## src/rtl/nmos_phase_gen.sv

```systemverilog
// Two-phase non-overlapping clock-enable generator: DIV main_clk slots per machine cycle.
// Optional single-step input enabled by defining NMOS_PHASE_STEP_EN.
module nmos_phase_gen #(
    parameter int unsigned DIV = 4,
    parameter int unsigned CW  = 16
) (
    input  logic                    main_clk,
    input  logic                    rst_n,
    input  logic                    RUN,
`ifdef NMOS_PHASE_STEP_EN
    input  logic                    STEP,
`endif
    output logic                    PHI1,
    output logic                    PHI2,
    output logic                    PHI1_P,
    output logic                    PHI2_P,
    output logic [$clog2(DIV)-1:0]  SLOT,
    output logic [CW-1:0]           CYC_CNT,
    output logic                    HALTED
);

    localparam int unsigned SW = $clog2(DIV);

    localparam logic [SW-1:0] Phi1Last  = SW'(DIV / 2 - 2);
    localparam logic [SW-1:0] Phi2First = SW'(DIV / 2);
    localparam logic [SW-1:0] Phi2Last  = SW'(DIV - 2);
    localparam logic [SW-1:0] SlotLast  = SW'(DIV - 1);

    if ((DIV % 2) != 0 || DIV < 4) begin : g_bad_div
        $error("nmos_phase_gen: DIV must be even and >= 4");
    end

    logic [SW-1:0] slot_q, slot_d;
    logic          running_q, running_d;
    logic [CW-1:0] cyc_cnt_q, cyc_cnt_d;
    logic          start;

`ifdef NMOS_PHASE_STEP_EN
    logic step_q;

    // Only a rising STEP edge starts a cycle, so a held STEP yields one step.
    assign start = RUN | (STEP & ~step_q);

    always_ff @(posedge main_clk or negedge rst_n) begin
        if (!rst_n) begin
            step_q <= 1'b0;
        end else begin
            step_q <= STEP;
        end
    end
`else
    assign start = RUN;
`endif

    always_comb begin
        slot_d    = slot_q;
        running_d = running_q;
        cyc_cnt_d = cyc_cnt_q;
        if (!running_q) begin
            slot_d    = '0;
            running_d = start;
        end else if (slot_q == SlotLast) begin
            // Halt decisions are taken only here, so a phase is never truncated.
            slot_d    = '0;
            cyc_cnt_d = cyc_cnt_q + CW'(1);
            running_d = RUN;
        end else begin
            slot_d = slot_q + SW'(1);
        end
    end

    always_ff @(posedge main_clk or negedge rst_n) begin
        if (!rst_n) begin
            slot_q    <= '0;
            running_q <= 1'b0;
            cyc_cnt_q <= '0;
        end else begin
            slot_q    <= slot_d;
            running_q <= running_d;
            cyc_cnt_q <= cyc_cnt_d;
        end
    end

    assign PHI1    = running_q && (slot_q <= Phi1Last);
    assign PHI2    = running_q && (slot_q >= Phi2First) && (slot_q <= Phi2Last);
    assign PHI1_P  = running_q && (slot_q == '0);
    assign PHI2_P  = running_q && (slot_q == Phi2First);
    assign SLOT    = slot_q;
    assign CYC_CNT = cyc_cnt_q;
    assign HALTED  = ~running_q;

endmodule

```

## config.mk

```make
export PLATFORM = sky130hd
export DESIGN_NAME = nmos_phase_gen
export DESIGN_NICKNAME = d
export VERILOG_FILES = /design/src/rtl/nmos_phase_gen.sv
export SDC_FILE = /design/constraint.sdc
export NUM_CORES = 1
export LEC_CHECK = 0
export CAP_MARGIN = 20
export CORE_UTILIZATION = 49
export DETAILED_ROUTE_END_ITERATION = 16
export PLACE_DENSITY = 0.82
export SLEW_MARGIN = 40
export SYNTH_ARGS = -nofsm -noshare
export SYNTH_HDL_FRONTEND = slang
export SYNTH_SLANG_ARGS = --single-unit
export TNS_END_PERCENT = 100
```

## constraint.sdc

```tcl
create_clock -name main_clk -period 2.5 [get_ports main_clk]
set_input_delay 0.5 -clock main_clk [delete_from_list [all_inputs] [get_ports main_clk]]
set_output_delay 0.5 -clock main_clk [all_outputs]
set_load 0.005 [all_outputs]
```

==> out/qor_table.md, run 1 <==
| Item | Value |
|---|---|
| Via/cell ratio | 4.88 |
| Number of diodes | 0 |
| Destination of the critical timing path | PHI2 |
| Synth Register Bits | 19 |
| Outcome | complete, no violations |
| Routed wirelength normalized by instance count | 12.6 um |
| Path class of the lowest-slack min-delay path | reg2reg |
| Maximum resistive drop on vdd | 0.718 mV |
| Synthesis Warnings | 0 |
| Hold Fails Final Rpt | 0 |
| Initial antenna violation count | 0 |
| Library cells used by synthesis | 19 |
| Reg2reg start | SLOT[1] |
| Req. time, crit path | 2.00 ns |
| Leading cell type in the layout, fill and taps excluded | sky130_fd_sc_hd__clkdlybuf4s50_1 |
| CTS H-tree lvls | 1 |
| Clk sink count | 19 |
| Worst slew margin | 65.4% |
| Via count of the routed design | 654 |
| Count of routing violations after the opening detailed-route iteration | 6 |
| Count of antenna-violating nets left after detailed routing | 0 |
| Die area | 0.00198 mm2 |
| Maximum fanout along the worst path | 5 |
| Gate count after technology mapping | 80 |
| Cell types with the largest area share after synthesis | sky130_fd_sc_hd__dfrtp_1 54%, sky130_fd_sc_hd__xnor2_1 11%, sky130_fd_sc_hd__ha_1 5.7% |
| Total placed cells including tap cells | 129 |
| Initial cell density of the core | 55.4% |
| Port Buf Inserts | 25 |
| Residual DRC | 0 |
| Global placement routability congestion | 0.705 |
| Flop2flop setup slack | 0.74 ns |
| Most used DFF post-synth | sky130_fd_sc_hd__dfrtp_1 |
| Placeable core region | 0.00159 mm2 |
| Proportion of layout cells with a drive suffix above 1 | 12.7% |
| Total global routing track utilization | 20.7% |
| Width of the die | 44.5 um |
| Max-slew violations | 0 |
| CTS tree | done |
| Clock period minus final worst setup slack | 2.36 ns |
| Number of buffers created by CTS | 3 |
| Number of enable-type register cells in the synthesized netlist | 0 |
| Clock buffer depth | 2 |
| Arr. time, crit path | 1.86 ns |
| DRT Pass-1 Iters | 4 |
| Depth of the worst register-to-register path | 5 |
| Crit end category | output pin |
| Final setup vio count | 0 |
| Avg Inst Size Synth | 11.0 um2 |
| Synthesized net count | 87 |
| Overflow left after global routing | 0 |
| TNS Setup | 0 ns |
| Most frequent cells in the layout | 25 x sky130_fd_sc_hd__clkdlybuf4s50_1, 19 x sky130_fd_sc_hd__dfrtp_1, 11 x sky130_fd_sc_hd__xnor2_1 |
| Total wire length | 1.69 mm |
| Startpoint type of the worst setup path | flop |
| Total Nets Final | 118 |
| Final Core Density | 75.2% |
| Detailed-placement wirelength estimate | 1.31 mm |
| Syn Std Cell Area | 883 um2 |
| Area fraction of the dominant cell type after synthesis | 53.8% |
| Worst setup path category | reg2out |
| Area leader, netlist | sky130_fd_sc_hd__dfrtp_1 |
| Largest net degree at the start of global routing | 20 |
| Top achievable clock speed | 0.424 GHz |
| Launch point of the worst path | SLOT[1] |
| Slew at the pin with the worst max-slew slack | 0.515 ns |
| Wire length of the first global-routing pass | 2.85 mm |
| Power Dens Cells | 861 mW/mm2 |
| Leakage dissipation | 0.000533 uW |
| Part of the cycle the worst path needs | 94.2% |
| Fraction of the yosys area taken by sequential cells | 53.8% |
| Number of I/O pins | 26 |
| Die Ht | 44.5 um |
| Clock Pin Slew Worst Setup and Hold Paths | 0.12 ns |
| Post-route non-filler standard cell count | 134 |
| Max Cap Viol | 0 |
| Root buffer cell | sky130_fd_sc_hd__clkbuf_4 |
| Number of global-route vias before repair | 625 |
| Area overhead of the layout relative to synthesis | 35.7% |
| Proportion of register bits with asynchronous set or reset after synthesis | 100% |
| R2r endpoint | CYC_CNT[10] |
| Clock latency at the later pin of the worst-skew pair | 0.31 ns |
| Worst setup skew after layout | 0.0152 ns |
| Core Rows | 14 |
-- where the power goes --
part / leakage, uW / total, uW / internal, uW / switching [uW]
clock network: 0.0000177 / 156 / 59.7 / 96.0
logic: 0.000266 / 432 / 275 / 157
registers: 0.000249 / 445 / 368 / 76.9
-- stage by stage --
| step | setup slack, ns | power (uW) | cell area [um2] | hold slack [ns] |
|---|---|---|---|---|
| finish | 0.144 | 1030 | 1200 | 0.474 |
| global route | -0.00750 | 1110 | 1200 | 0.516 |
| CTS | 0.129 | 1040 | 1190 | 0.482 |
| detailed placement | 0.474 | 878 | 1160 | 0.464 |
| global placement | 0.513 | 852 | 1160 | 0.459 |
| floorplan | 0.931 | 633 | 883 | 0.204 |
-- flip-flops by register name, indices dropped and copies added, names as in the netlist --
| name | flops |
|---|---|
| CYC_CNT | 16 |
| SLOT | 2 |
| running_q | 1 |
-- area by class of cell --
class                      count  area, um2
sequential                    19        475
fill                         119        395
multi-input combinational     53        374
timing repair buffer          27        265
tap                           24       30.0
inverter                       7       26.3
clock buffer                   3       22.5
clock inverter                 1       5.00
-- how the worst min path moves through the flow --
| stage | startpoint | endpoint | cells after the start |
|---|---|---|---|
| 2_1_floorplan | rst_n | CYC_CNT[0] | 0 |
| 3_3_place_gp | CYC_CNT[15] | CYC_CNT[15] | 1 |
| 3_5_place_dp | CYC_CNT[15] | CYC_CNT[15] | 1 |
| 4_1_cts | CYC_CNT[15] | CYC_CNT[15] | 1 |
| 5_1_grt | SLOT[0] | SLOT[0] | 1 |
| 6_report | CYC_CNT[15] | CYC_CNT[15] | 1 |
-- routing by layer --
| layer | share of wire [%] | track usage, % |
|---|---|---|
| met3 | 5.6 | 5.31 |
| met4 | 1.6 | 11.5 |
| met5 | 0 | 0 |
| met1 | 44 | 24.4 |
| met2 | 49 | 34.4 |
-- cells in the mapped netlist, drive strengths merged, types with 2 or more instances --
library cell and count:
and2 3, dfrtp 19, nand4 3, xnor2 11
ha 4, xor2 4, nand2 3, nor3 2
nand3 9, nor2 9, inv 7
-- cells by family (layout without fill, tap and decap cells) --
group / count (synthesis) / after routing / share of synthesized area, %
multiplexers: 1 / 1 / 1.27
XOR/XNOR: 15 / 15 / 14.9
adder cells (fa/ha/maj): 4 / 4 / 5.67
flip-flops: 19 / 19 / 53.8
AND/OR/NAND/NOR: 33 / 33 / 20.5
buffers and inverters: 8 / 38 / 3.83
-- timing repair --
| action | 4_1_cts | 5_1_grt |
|---|---|---|
| setup buffers | 0 | 1 |
| hold endpoints to repair | 0 | 0 |
| gates resized for setup | 0 | 0 |
| setup endpoints to repair | 0 | 1 |
| hold buffers | 0 | 0 |
-- critical path: stages, from the launching register on --
cell	delay, ns
sky130_fd_sc_hd__dfrtp_1	0.44
sky130_fd_sc_hd__ha_1	0.25
sky130_fd_sc_hd__or2b_1	0.27
sky130_fd_sc_hd__nor2_1	0.10
sky130_fd_sc_hd__clkdlybuf4s50_1	0.50
Power figures use the tool's default switching activity.
==> run 2, diff against run 1 <==
Settings changed: SKIP_CTS_REPAIR_TIMING set to 1.
Clock period 2.5 ns to 2.9 ns, I/O delays scaled along.
==> out/qor_table.md, run 2 (synthesized netlist as in run 1, its figures left out) <==
| Item | Value | Delta |
|---|---|---|
| Outcome | complete, no violations | unchanged |
| Count of routing violations after the opening detailed-route iteration | 10 | was 6 |
| Count of antenna-violating nets left after detailed routing | 0 | unchanged |
| Initial antenna violation count | 0 | unchanged |
| Global placement routability congestion | 0.704 | was 0.705 |
| Wire length of the first global-routing pass | 2.98 mm | was 2.85 mm |
| Top achievable clock speed | 0.405 GHz |  |
| Total Nets Final | 116 | was 118 |
| TNS Setup | 0 ns | unchanged |
| Number of global-route vias before repair | 645 | was 625 |
| DRT Pass-1 Iters | 5 | was 4 |
| Max Cap Viol | 0 | unchanged |
| Clock latency at the later pin of the worst-skew pair | 0.30 ns | was 0.31 ns |
| Clock buffer depth | 2 | unchanged |
| Internal power component | 600 uW | was 702 uW |
| Number of buffers created by CTS | 3 | unchanged |
| Hold Fails Final Rpt | 0 | unchanged |
| Area overhead of the layout relative to synthesis | 33.3% | was 35.7% |
| Worst setup path category | reg2out | unchanged |
| Leakage dissipation | 0.000521 uW | was 0.000533 uW |
| Req. time, crit path | 2.32 ns | was 2.00 ns |
| Clock Pin Slew Worst Setup and Hold Paths | 0.10 ns | was 0.12 ns |
| Part of the cycle the worst path needs | 85.1% |  |
| Number of I/O pins | 26 | unchanged |
| Flop pwr share | 43.6% | was 43.1% |
| Number of diodes | 0 | unchanged |
| Residual DRC | 0 | unchanged |
| Worst setup skew after layout | 0.00726 ns | was 0.0152 ns |
| Maximum fanout along the worst path | 4 | was 5 |
| Detailed-placement wirelength estimate | 1.40 mm | was 1.31 mm |
| Power share of the combinational group | 41.4% | was 41.8% |
| Core Rows | 14 | unchanged |
| Routed wirelength normalized by instance count | 13.5 um | was 12.6 um |
| Die area | 0.00198 mm2 | unchanged |
| Die Ht | 44.5 um | unchanged |
| Power Dens Cells | 754 mW/mm2 | was 861 mW/mm2 |
| Path class of the lowest-slack min-delay path | in2async | was reg2reg |
| Flip-flop count of the largest register after layout | 16 | unchanged |
| Initial cell density of the core | 55.4% | unchanged |
| Crit end category | output pin | unchanged |
| Clk sink count | 19 | unchanged |
| Leading cell type in the layout, fill and taps excluded | sky130_fd_sc_hd__clkdlybuf4s50_1 | unchanged |
| Tightest hold margin | 0.195 ns | was 0.474 ns |
| Width of the die | 44.5 um | unchanged |
| Proportion of layout cells with a drive suffix above 1 | 11.1% | was 12.7% |
| Via/cell ratio | 4.97 | was 4.88 |
| Overflow left after global routing | 0 | unchanged |
| Arr. time, crit path | 1.89 ns | was 1.86 ns |
| Power share of the clock group | 15.0% | was 15.1% |
| Root buffer cell | sky130_fd_sc_hd__clkbuf_4 | unchanged |
| Largest net degree at the start of global routing | 20 | unchanged |
| Port Buf Inserts | 25 | unchanged |
| Slew at the pin with the worst max-slew slack | 0.518 ns | was 0.515 ns |
| Total global routing track utilization | 22.4% | was 20.7% |
| Clock period minus final worst setup slack | 2.47 ns |  |
| CTS H-tree lvls | 1 | unchanged |
| Final-layout fill cell count | 118 | was 119 |
| Final setup vio count | 0 | unchanged |
| Placeable core region | 0.00159 mm2 | unchanged |
| Switching portion of total power | 32.4% | was 32.0% |
| Via count of the routed design | 656 | was 654 |
| Most frequent cells in the layout | 24 x sky130_fd_sc_hd__clkdlybuf4s50_1, 19 x sky130_fd_sc_hd__dfrtp_1, 11 x sky130_fd_sc_hd__xnor2_1 | was 25 x sky130_fd_sc_hd__clkdlybuf4s50_1, 19 x sky130_fd_sc_hd__dfrtp_1, 11 x sky130_fd_sc_hd__xnor2_1 |
| CTS tree | done | unchanged |
| Unrepaired setup endpoints after global routing | no |  |
| Sequential cell area | 475 um2 | unchanged |
| Sw Pwr | 287 uW | was 330 uW |
| Worst slew margin | 65.2% | was 65.4% |
| Max-slew violations | 0 | unchanged |
| Maximum resistive drop on vdd | 0.585 mV | was 0.718 mV |
| Area used by multi-input combinational logic | 374 um2 | unchanged |
| Startpoint type of the worst setup path | flop | unchanged |
| Total wire length | 1.78 mm | was 1.69 mm |
-- run 2: cell count changes in the layout (fill, tap and decap cells not counted) --
cell,before,now
sky130_fd_sc_hd__clkdlybuf4s50_1,25,24
sky130_fd_sc_hd__buf_4,2,0
sky130_fd_sc_hd__buf_2,0,1
sky130_fd_sc_hd__clkinv_2,1,0
sky130_fd_sc_hd__clkbuf_1,0,1
-- run 2: area by class of cell --
class / instances / area share [%]
sequential: 19 / 40.4
multi-input combinational: 53 / 31.8
timing repair buffer: 25 / 20.8
tap: 24 / 2.55
clock buffer: 4 / 2.23
inverter: 7 / 2.23
-- run 2: through the flow --
stage	util (%)	area (um2)	power [uW]	cells	worst slack (ns)
2_1_floorplan	-	883	546	80	1.31
3_3_place_gp	72.5	1160	734	128	0.833
3_5_place_dp	72.5	1160	765	128	0.779
4_1_cts	74.2	1180	900	132	0.435
5_1_grt	73.9	1180	952	132	0.287
6_report	73.9	1180	888	132	0.433
-- run 2: path summary, 6_finish.rpt --
check / from / endpoint / slack [ns] / cells after the start
worst max-delay path: SLOT[0] / PHI2 / 0.43 / 4
worst min-delay path: rst_n / CYC_CNT[4] / 0.20 / 1
worst max register to register: SLOT[1] / CYC_CNT[10] / 1.12 / 5
worst min register to register: CYC_CNT[15] / CYC_CNT[15] / 0.47 / 1
max in group asynchronous: rst_n / CYC_CNT[8] / 2.41 / 1
min in group main_clk: CYC_CNT[15] / CYC_CNT[15] / 0.47 / 1
-- run 2: metal layers --
layer,vias up,global-route usage (%),share of wire (%)
li1,313,-,-
met1,313,26.3,41
met2,25,37.6,52
met3,5,4.90,5.0
met4,0,12.7,2.2
met5,-,0,0
-- run 2: critical path: stages (launching register included) --
cell	delay, ns
sky130_fd_sc_hd__dfrtp_1	0.44
sky130_fd_sc_hd__ha_1	0.27
sky130_fd_sc_hd__or2b_1	0.27
sky130_fd_sc_hd__nor2_1	0.10
sky130_fd_sc_hd__clkdlybuf4s50_1	0.50
-- run 2: power groups by stage --
| stage | logic, uW | registers (uW) | clock network, uW |
|---|---|---|---|
| final | 368 | 387 | 133 |
| after detailed placement | 374 | 391 | 0 |
| after floorplan | 165 | 380 | 0 |
| after global routing | 413 | 394 | 145 |
| after global placement | 352 | 382 | 0 |
| after CTS | 376 | 388 | 136 |
